## src/rtl/alu_pkg.sv

```systemverilog
// Shared definitions for the ALU issue front end and the ALU itself:
// control codes, MIPS opcode/funct values and the issue FSM encoding.
package alu_pkg;

  localparam logic [3:0] ALU_SLL = 4'b0000;
  localparam logic [3:0] ALU_SRL = 4'b0001;
  localparam logic [3:0] ALU_SRA = 4'b0010;
  localparam logic [3:0] ALU_SLT = 4'b0100;
  localparam logic [3:0] ALU_ADD = 4'b1000;
  localparam logic [3:0] ALU_SUB = 4'b1001;
  localparam logic [3:0] ALU_AND = 4'b1100;
  localparam logic [3:0] ALU_OR  = 4'b1101;
  localparam logic [3:0] ALU_NOR = 4'b1110;
  localparam logic [3:0] ALU_XOR = 4'b1111;

  localparam logic [5:0] OP_RTYPE = 6'h00;
  localparam logic [5:0] OP_ADDI  = 6'h08;
  localparam logic [5:0] OP_ADDIU = 6'h09;
  localparam logic [5:0] OP_SLTI  = 6'h0A;
  localparam logic [5:0] OP_ANDI  = 6'h0C;
  localparam logic [5:0] OP_ORI   = 6'h0D;
  localparam logic [5:0] OP_XORI  = 6'h0E;
  localparam logic [5:0] OP_LUI   = 6'h0F;

  localparam logic [5:0] FN_SLL  = 6'h00;
  localparam logic [5:0] FN_SRL  = 6'h02;
  localparam logic [5:0] FN_SRA  = 6'h03;
  localparam logic [5:0] FN_SLLV = 6'h04;
  localparam logic [5:0] FN_SRLV = 6'h06;
  localparam logic [5:0] FN_SRAV = 6'h07;
  localparam logic [5:0] FN_ADD  = 6'h20;
  localparam logic [5:0] FN_ADDU = 6'h21;
  localparam logic [5:0] FN_SUB  = 6'h22;
  localparam logic [5:0] FN_SUBU = 6'h23;
  localparam logic [5:0] FN_AND  = 6'h24;
  localparam logic [5:0] FN_OR   = 6'h25;
  localparam logic [5:0] FN_XOR  = 6'h26;
  localparam logic [5:0] FN_NOR  = 6'h27;
  localparam logic [5:0] FN_SLT  = 6'h2A;

  typedef enum logic [1:0] {
    IDLE = 2'd0,
    EXEC = 2'd1,
    DONE = 2'd2
  } state_t;

  function automatic logic [31:0] sign_ext16(input logic [15:0] imm);
    return {{16{imm[15]}}, imm};
  endfunction

  function automatic logic [31:0] zero_ext16(input logic [15:0] imm);
    return {16'h0000, imm};
  endfunction

endpackage

```

## src/rtl/alu_decode.sv

```systemverilog
// Combinational translation of a MIPS instruction plus its register operands
// into ALU control code, operands, shift amount and destination register.
module alu_decode
  import alu_pkg::*;
(
  input  logic [31:0] instr,
  input  logic [31:0] rs_data,
  input  logic [31:0] rt_data,
  output logic [3:0]  ctrl,
  output logic [31:0] a,
  output logic [31:0] b,
  output logic [4:0]  shamt,
  output logic [4:0]  rd,
  output logic        illegal
);

  logic [5:0]  opcode;
  logic [5:0]  funct;
  logic [15:0] imm;
  logic        unused_rs_field;

  assign opcode = instr[31:26];
  assign funct  = instr[5:0];
  assign imm    = instr[15:0];

  // The rs register number is already resolved into rs_data upstream.
  assign unused_rs_field = ^instr[25:21];

  always_comb begin
    ctrl    = ALU_ADD;
    a       = rs_data;
    b       = rt_data;
    shamt   = 5'd0;
    rd      = instr[15:11];
    illegal = 1'b0;
    case (opcode)
      OP_RTYPE: begin
        case (funct)
          FN_ADD, FN_ADDU: ctrl = ALU_ADD;
          FN_SUB, FN_SUBU: ctrl = ALU_SUB;
          FN_AND:          ctrl = ALU_AND;
          FN_OR:           ctrl = ALU_OR;
          FN_XOR:          ctrl = ALU_XOR;
          FN_NOR:          ctrl = ALU_NOR;
          FN_SLT:          ctrl = ALU_SLT;
          FN_SLL, FN_SRL, FN_SRA,
          FN_SLLV, FN_SRLV, FN_SRAV: begin
            // Shifts operate on rt; the variable forms take the count from rs.
            a     = rt_data;
            b     = 32'd0;
            shamt = funct[2] ? rs_data[4:0] : instr[10:6];
            case (funct[1:0])
              2'b00:   ctrl = ALU_SLL;
              2'b10:   ctrl = ALU_SRL;
              default: ctrl = ALU_SRA;
            endcase
          end
          default: illegal = 1'b1;
        endcase
      end
      OP_ADDI, OP_ADDIU: begin
        ctrl = ALU_ADD;
        b    = sign_ext16(imm);
        rd   = instr[20:16];
      end
      OP_SLTI: begin
        ctrl = ALU_SLT;
        b    = sign_ext16(imm);
        rd   = instr[20:16];
      end
      OP_ANDI, OP_ORI, OP_XORI: begin
        ctrl = (opcode == OP_ANDI) ? ALU_AND : (opcode == OP_ORI) ? ALU_OR : ALU_XOR;
        b    = zero_ext16(imm);
        rd   = instr[20:16];
      end
      OP_LUI: begin
        ctrl  = ALU_SLL;
        a     = zero_ext16(imm);
        b     = 32'd0;
        shamt = 5'd16;
        rd    = instr[20:16];
      end
      default: illegal = 1'b1;
    endcase

    if (illegal) begin
      ctrl  = ALU_ADD;
      a     = 32'd0;
      b     = 32'd0;
      shamt = 5'd0;
      rd    = 5'd0;
    end
  end

endmodule

```

## src/rtl/alu_issue_unit.sv

```systemverilog
// Issue front end for the combinational ALU: accepts an instruction, drives the
// ALU from registered controls for one cycle, then holds the registered result.
module alu_issue_unit
  import alu_pkg::*;
(
  input  logic        i_clk,
  input  logic        i_rst_n,
  input  logic        i_valid,
  output logic        o_ready,
  input  logic [31:0] i_instr,
  input  logic [31:0] i_rs_data,
  input  logic [31:0] i_rt_data,
  output logic [31:0] o_alu_A,
  output logic [31:0] o_alu_B,
  output logic [4:0]  o_alu_shamt,
  output logic [3:0]  o_alu_ctrl,
  input  logic [31:0] i_alu_result,
  input  logic        i_alu_zero,
  output logic        o_valid,
  input  logic        i_ready,
  output logic [31:0] o_result,
  output logic        o_zero,
  output logic [4:0]  o_rd,
  output logic        o_illegal
);

  state_t      state;
  state_t      next_state;
  logic        accept;
  logic [3:0]  dec_ctrl;
  logic [31:0] dec_a;
  logic [31:0] dec_b;
  logic [4:0]  dec_shamt;
  logic [4:0]  dec_rd;
  logic        dec_illegal;
  logic [4:0]  rd_q;
  logic        illegal_q;

  alu_decode u_decode (
    .instr   (i_instr),
    .rs_data (i_rs_data),
    .rt_data (i_rt_data),
    .ctrl    (dec_ctrl),
    .a       (dec_a),
    .b       (dec_b),
    .shamt   (dec_shamt),
    .rd      (dec_rd),
    .illegal (dec_illegal)
  );

  always_ff @(posedge i_clk) begin
    if (!i_rst_n) state <= IDLE;
    else          state <= next_state;
  end

  // Ready is held low during reset so nothing is accepted on a reset edge.
  always_comb begin
    next_state = state;
    o_valid    = 1'b0;
    o_ready    = 1'b0;
    case (state)
      IDLE: begin
        o_ready = i_rst_n;
        if (i_valid) next_state = EXEC;
      end
      EXEC: next_state = DONE;
      DONE: begin
        o_valid = 1'b1;
        o_ready = i_rst_n & i_ready;
        if (i_ready) next_state = i_valid ? EXEC : IDLE;
      end
      default: next_state = IDLE;
    endcase
  end

  assign accept = i_valid & o_ready;

  always_ff @(posedge i_clk) begin
    if (!i_rst_n) begin
      o_alu_ctrl  <= ALU_ADD;
      o_alu_A     <= 32'd0;
      o_alu_B     <= 32'd0;
      o_alu_shamt <= 5'd0;
      rd_q        <= 5'd0;
      illegal_q   <= 1'b0;
    end else if (accept) begin
      o_alu_ctrl  <= dec_ctrl;
      o_alu_A     <= dec_a;
      o_alu_B     <= dec_b;
      o_alu_shamt <= dec_shamt;
      rd_q        <= dec_rd;
      illegal_q   <= dec_illegal;
    end
  end

  // Illegal instructions report a zero result with the zero flag cleared.
  always_ff @(posedge i_clk) begin
    if (!i_rst_n) begin
      o_result  <= 32'd0;
      o_zero    <= 1'b0;
      o_rd      <= 5'd0;
      o_illegal <= 1'b0;
    end else if (state == EXEC) begin
      o_result  <= illegal_q ? 32'd0 : i_alu_result;
      o_zero    <= illegal_q ? 1'b0 : i_alu_zero;
      o_rd      <= rd_q;
      o_illegal <= illegal_q;
    end
  end

endmodule

```

## config.mk

```make
export PLATFORM = sky130hd
export DESIGN_NAME = alu_issue_unit
export DESIGN_NICKNAME = d
export VERILOG_FILES = /design/src/rtl/alu_pkg.sv /design/src/rtl/alu_decode.sv /design/src/rtl/alu_issue_unit.sv
export SDC_FILE = /design/constraint.sdc
export NUM_CORES = 1
export LEC_CHECK = 0
export ABC_CLOCK_PERIOD_IN_PS = 2830
export CORE_AREA = 10 10 135 137
export CTS_CLUSTER_DIAMETER = 100
export CTS_CLUSTER_SIZE = 30
export DETAILED_ROUTE_END_ITERATION = 8
export DIE_AREA = 0 0 145 147
export DONT_BUFFER_PORTS = 1
export PLACE_DENSITY_LB_ADDON = 0.08
export SYNTH_ARGS = -nofsm -noshare
export SYNTH_HDL_FRONTEND = slang
export SYNTH_SLANG_ARGS = --single-unit
```

## constraint.sdc

```tcl
create_clock -name i_clk -period 2.83 [get_ports i_clk]
set_input_delay 0.566 -clock i_clk [delete_from_list [all_inputs] [get_ports i_clk]]
set_output_delay 0.566 -clock i_clk [all_outputs]
set_load 0.05 [all_outputs]
```

==> flow_summary.ini <==
[outcome]
status = finished clean

[placement]
dpl.cell_count = 802
io_buffers = 0
gpl.final_weighted_congestion = 0.815
detailed_place_hpwl_um = 13800

[worst_setup_path]
rr_startpoint = state[0]
required_ps = 3160
crit_slowest_cell = sky130_fd_sc_hd__a2111oi_4
critical_path_peak_fanout = 16
critPathArrivalTime_ps = 2510
worst_setup_startpoint = state[0]
end_kind = register
reg2regPathDepth = 4
worst_setup_path_start_kind = register
critical_path.reg2reg.endpoint = o_alu_A[24]
worst_path_largest_cell_delay_ps = 900
crit_path_cell_trace = nand4b_1, a2111oi_4, a22oi_1, a21oi_1
worst_r2r_setup_slack_ps = 660
setup.worst_path.class = reg2reg

[timing]
clock_skew_ps = 3.77
worstMarginPinSlew_ps = 969
grt_setup_unrepaired = no
slew-limit-headroom = 0.354
maxSlewViolCount = 0
max_freq_mhz = 460
finalSetupViolCount = 0
part_of_the_cycle_the_worst_path_needs = 0.768
fin_setup_tns_ps = 0
timing.final.crit_period_ps = 2170
final_hold_viol_count = 0

[detailed_routing]
totalWireLength_um = 18600
post_drt_wl_per_cell_um = 22.3
topRoutingLayerUsed = met4
routed_met3_length_um = 2080
post-route-drc-count = 0
antenna_violation_net_count_after_detailed_routing = 0
drtPass1Iterations = 5
detail_route.vias_per_cell = 5.45
route.layer.met1.wl_um = 7370
drt_first_iter_violations = 260
met2_length_um = 8890
detailroute.via_count = 4553

[min_path]
hp-start = i_instr[30]
worstHoldPathCells = 1
worstHoldEndpoint = o_alu_ctrl[2]
worst_hold_path_type = in2reg

[clocking]
ctsLongestPathBuffers = 2
cts_tree = done
cts.repair_timing.setup_buffer_count = 0
cts_inserted_buffers = 17
h_tree_lvl_count = 4
post_cts_hold_fix_bufs = 0
ctsResizeCount = 0
worst_skew_pair.late_latency_ps = 410
clkSinkCount = 120
clock_tree.root_cell = sky130_fd_sc_hd__clkbuf_16
clkSlewWorstSetupHoldPaths_ps = 60

[cells_and_area]
area.growth.synth_to_final_pct = 14.4
design.final.nets = 738
post_route_cells_drive_above_1_share = 0.160
finish.cell_count_without_fillers = 835
fillCellCount = 1570

[grt]
grt.overflow.total = 0
grt_pass1_wl_um = 28400
grt_start_max_net_pins = 81
initial_antenna_violation_count = 2
grt_usage = 0.169
grt_pass1_vias = 4556

[power]
power.density_cell_area_nw_per_um2 = 713
power.ir.vdd_worst_mv = 0.397
total_leakage_power_nw = 2.09
overall_power_after_layout_w = 0.00438

[floorplanning]
die_area_um2 = 21300
die_w_um = 145
boundaryPins = 247
row_count = 46
floorplan.initialDensity = 0.344
dieHeight_um = 147
design.core.area_um2 = 15600

[synth]
syn-num-nets = 751
synthesis.yosys.warnings = 0
synthesis.area_per_instance_um2 = 8.69
synth_seq_cells = 120
synthesis.instances = 618
synth-edff-count = 0
synth_sequential_area_ratio = 0.447
synth_cell_type_count = 58
ffs_w_async_s_r_synth = 0
synth.cell_area_um2 = 5370
postSynth.topFlopCell = sky130_fd_sc_hd__dfxtp_1

[run]
cap_violations = 0
-- cells by family after synthesis --
family | count (synthesis) | synth area share
AO/OA/AOI/OAI | 219 | 0.271
AND/OR/NAND/NOR | 207 | 0.193
buffers and inverters | 60 | 0.0643
multiplexers | 11 | 0.0228
flip-flops | 120 | 0.447
XOR/XNOR | 1 | 0.00163
-- cell usage in the layout, fill, tap and decap left out, types with 3 or more instances in the layout --
| cell | instances |
|---|---|
| sky130_fd_sc_hd__buf_4 | 20 |
| sky130_fd_sc_hd__dfxtp_1 | 120 |
| sky130_fd_sc_hd__a21oi_1 | 88 |
| sky130_fd_sc_hd__o21ai_0 | 21 |
| sky130_fd_sc_hd__nand3b_1 | 33 |
| sky130_fd_sc_hd__nor3_2 | 3 |
| sky130_fd_sc_hd__clkinv_2 | 3 |
| sky130_fd_sc_hd__a22o_1 | 15 |
| sky130_fd_sc_hd__nand2b_1 | 4 |
| sky130_fd_sc_hd__mux2_2 | 10 |
| sky130_fd_sc_hd__o21ai_2 | 9 |
| sky130_fd_sc_hd__and3_1 | 14 |
| sky130_fd_sc_hd__a22oi_2 | 13 |
| sky130_fd_sc_hd__o21ai_1 | 25 |
| sky130_fd_sc_hd__nor2_1 | 16 |
| sky130_fd_sc_hd__nand2_1 | 118 |
| sky130_fd_sc_hd__inv_1 | 5 |
| sky130_fd_sc_hd__clkbuf_16 | 17 |
| sky130_fd_sc_hd__a22oi_1 | 29 |
| sky130_fd_sc_hd__clkbuf_8 | 6 |
-- cell type report --
class                           instances  area (um2)  share of cell area
Sequential cell                       120        2400               0.391
Timing Repair Buffer                   22         190              0.0309
Inverter                                6        22.5             0.00366
Antenna cell                            2        5.00            0.000814
Multi-Input combinational cell        438        2650               0.432
Tap cell                              216         270              0.0440
Clock buffer                           24         512              0.0833
Clock inverter                          7        90.1              0.0147
-- through the flow --
stage	instance area (um2)	hold WS, ps	setup WS, ps	utilization
floorplan	5380	443	569	-
global placement	5540	457	408	0.355
detailed placement	5540	465	248	0.355
CTS	6140	239	574	0.394
global route	6140	251	344	0.394
finish	6150	261	656	0.394
-- routing by layer --
| metal | GRT usage | vias to the layer above |
|---|---|---|
| met4 | 0.0603 | 0 |
| met1 | 0.195 | 2176 |
| met2 | 0.268 | 186 |
| met3 | 0.0802 | 16 |
| met5 | 0 | - |
| li1 | - | 2175 |
-- state kept, by name, summed over array words and instances (netlist names) --
| name | flops |
|---|---|
| o_alu_shamt | 5 |
| o_rd | 5 |
| state | 2 |
| illegal_q | 1 |
| o_zero | 1 |
| o_result | 32 |
| rd_q | 5 |
| o_alu_B | 32 |
| o_alu_A | 32 |
| o_illegal | 1 |
| o_alu_ctrl | 4 |
-- worst max-delay path, delay by kind of cell, from the launching register on --
kind	cells	cell delay, ps
AOI/OAI and AO/OA	3	1250
and+or+nand+nor	1	480
DFF	1	340
-- where the power goes --
group	switching [W]	internal, W	total, W
Sequential	0.000183	0.00174	0.00192
Clock	0.000756	0.00143	0.00218
Combinational	0.000168	0.000111	0.000278
Total	0.00111	0.00327	0.00438
-- cell usage after synthesis (all sizes together), types with 2 or more instances --
cell / n / area [um2]
inv: 6 / 22.5
o21ai: 55 / 309
mux2: 10 / 113
a2111oi: 2 / 55.1
a31oi: 2 / 12.5
o31ai: 2 / 15.0
nor2b: 3 / 18.8
nand2: 118 / 443
and3: 14 / 87.6
or2: 2 / 12.5
nand2b: 4 / 25.0
a22o: 15 / 131
clkbuf: 30 / 114
nor3: 4 / 30.0
dfxtp: 120 / 2400
buf: 24 / 209
nand3b: 33 / 248
a22oi: 42 / 380
nor3b: 3 / 27.5
a21oi: 89 / 445
nor2: 16 / 60.1
-- worst max-delay path by stage --
stage                          to  slack (ps)  cells after the start
floorplan           o_alu_ctrl[0]         570                      7
global placement      o_alu_A[26]         410                      5
detailed placement    o_alu_A[27]         250                      5
CTS                   o_alu_A[27]         570                      4
global route          o_alu_A[26]         340                      5
finish                o_alu_A[24]         660                      4
(Power assumes the default switching activity.)
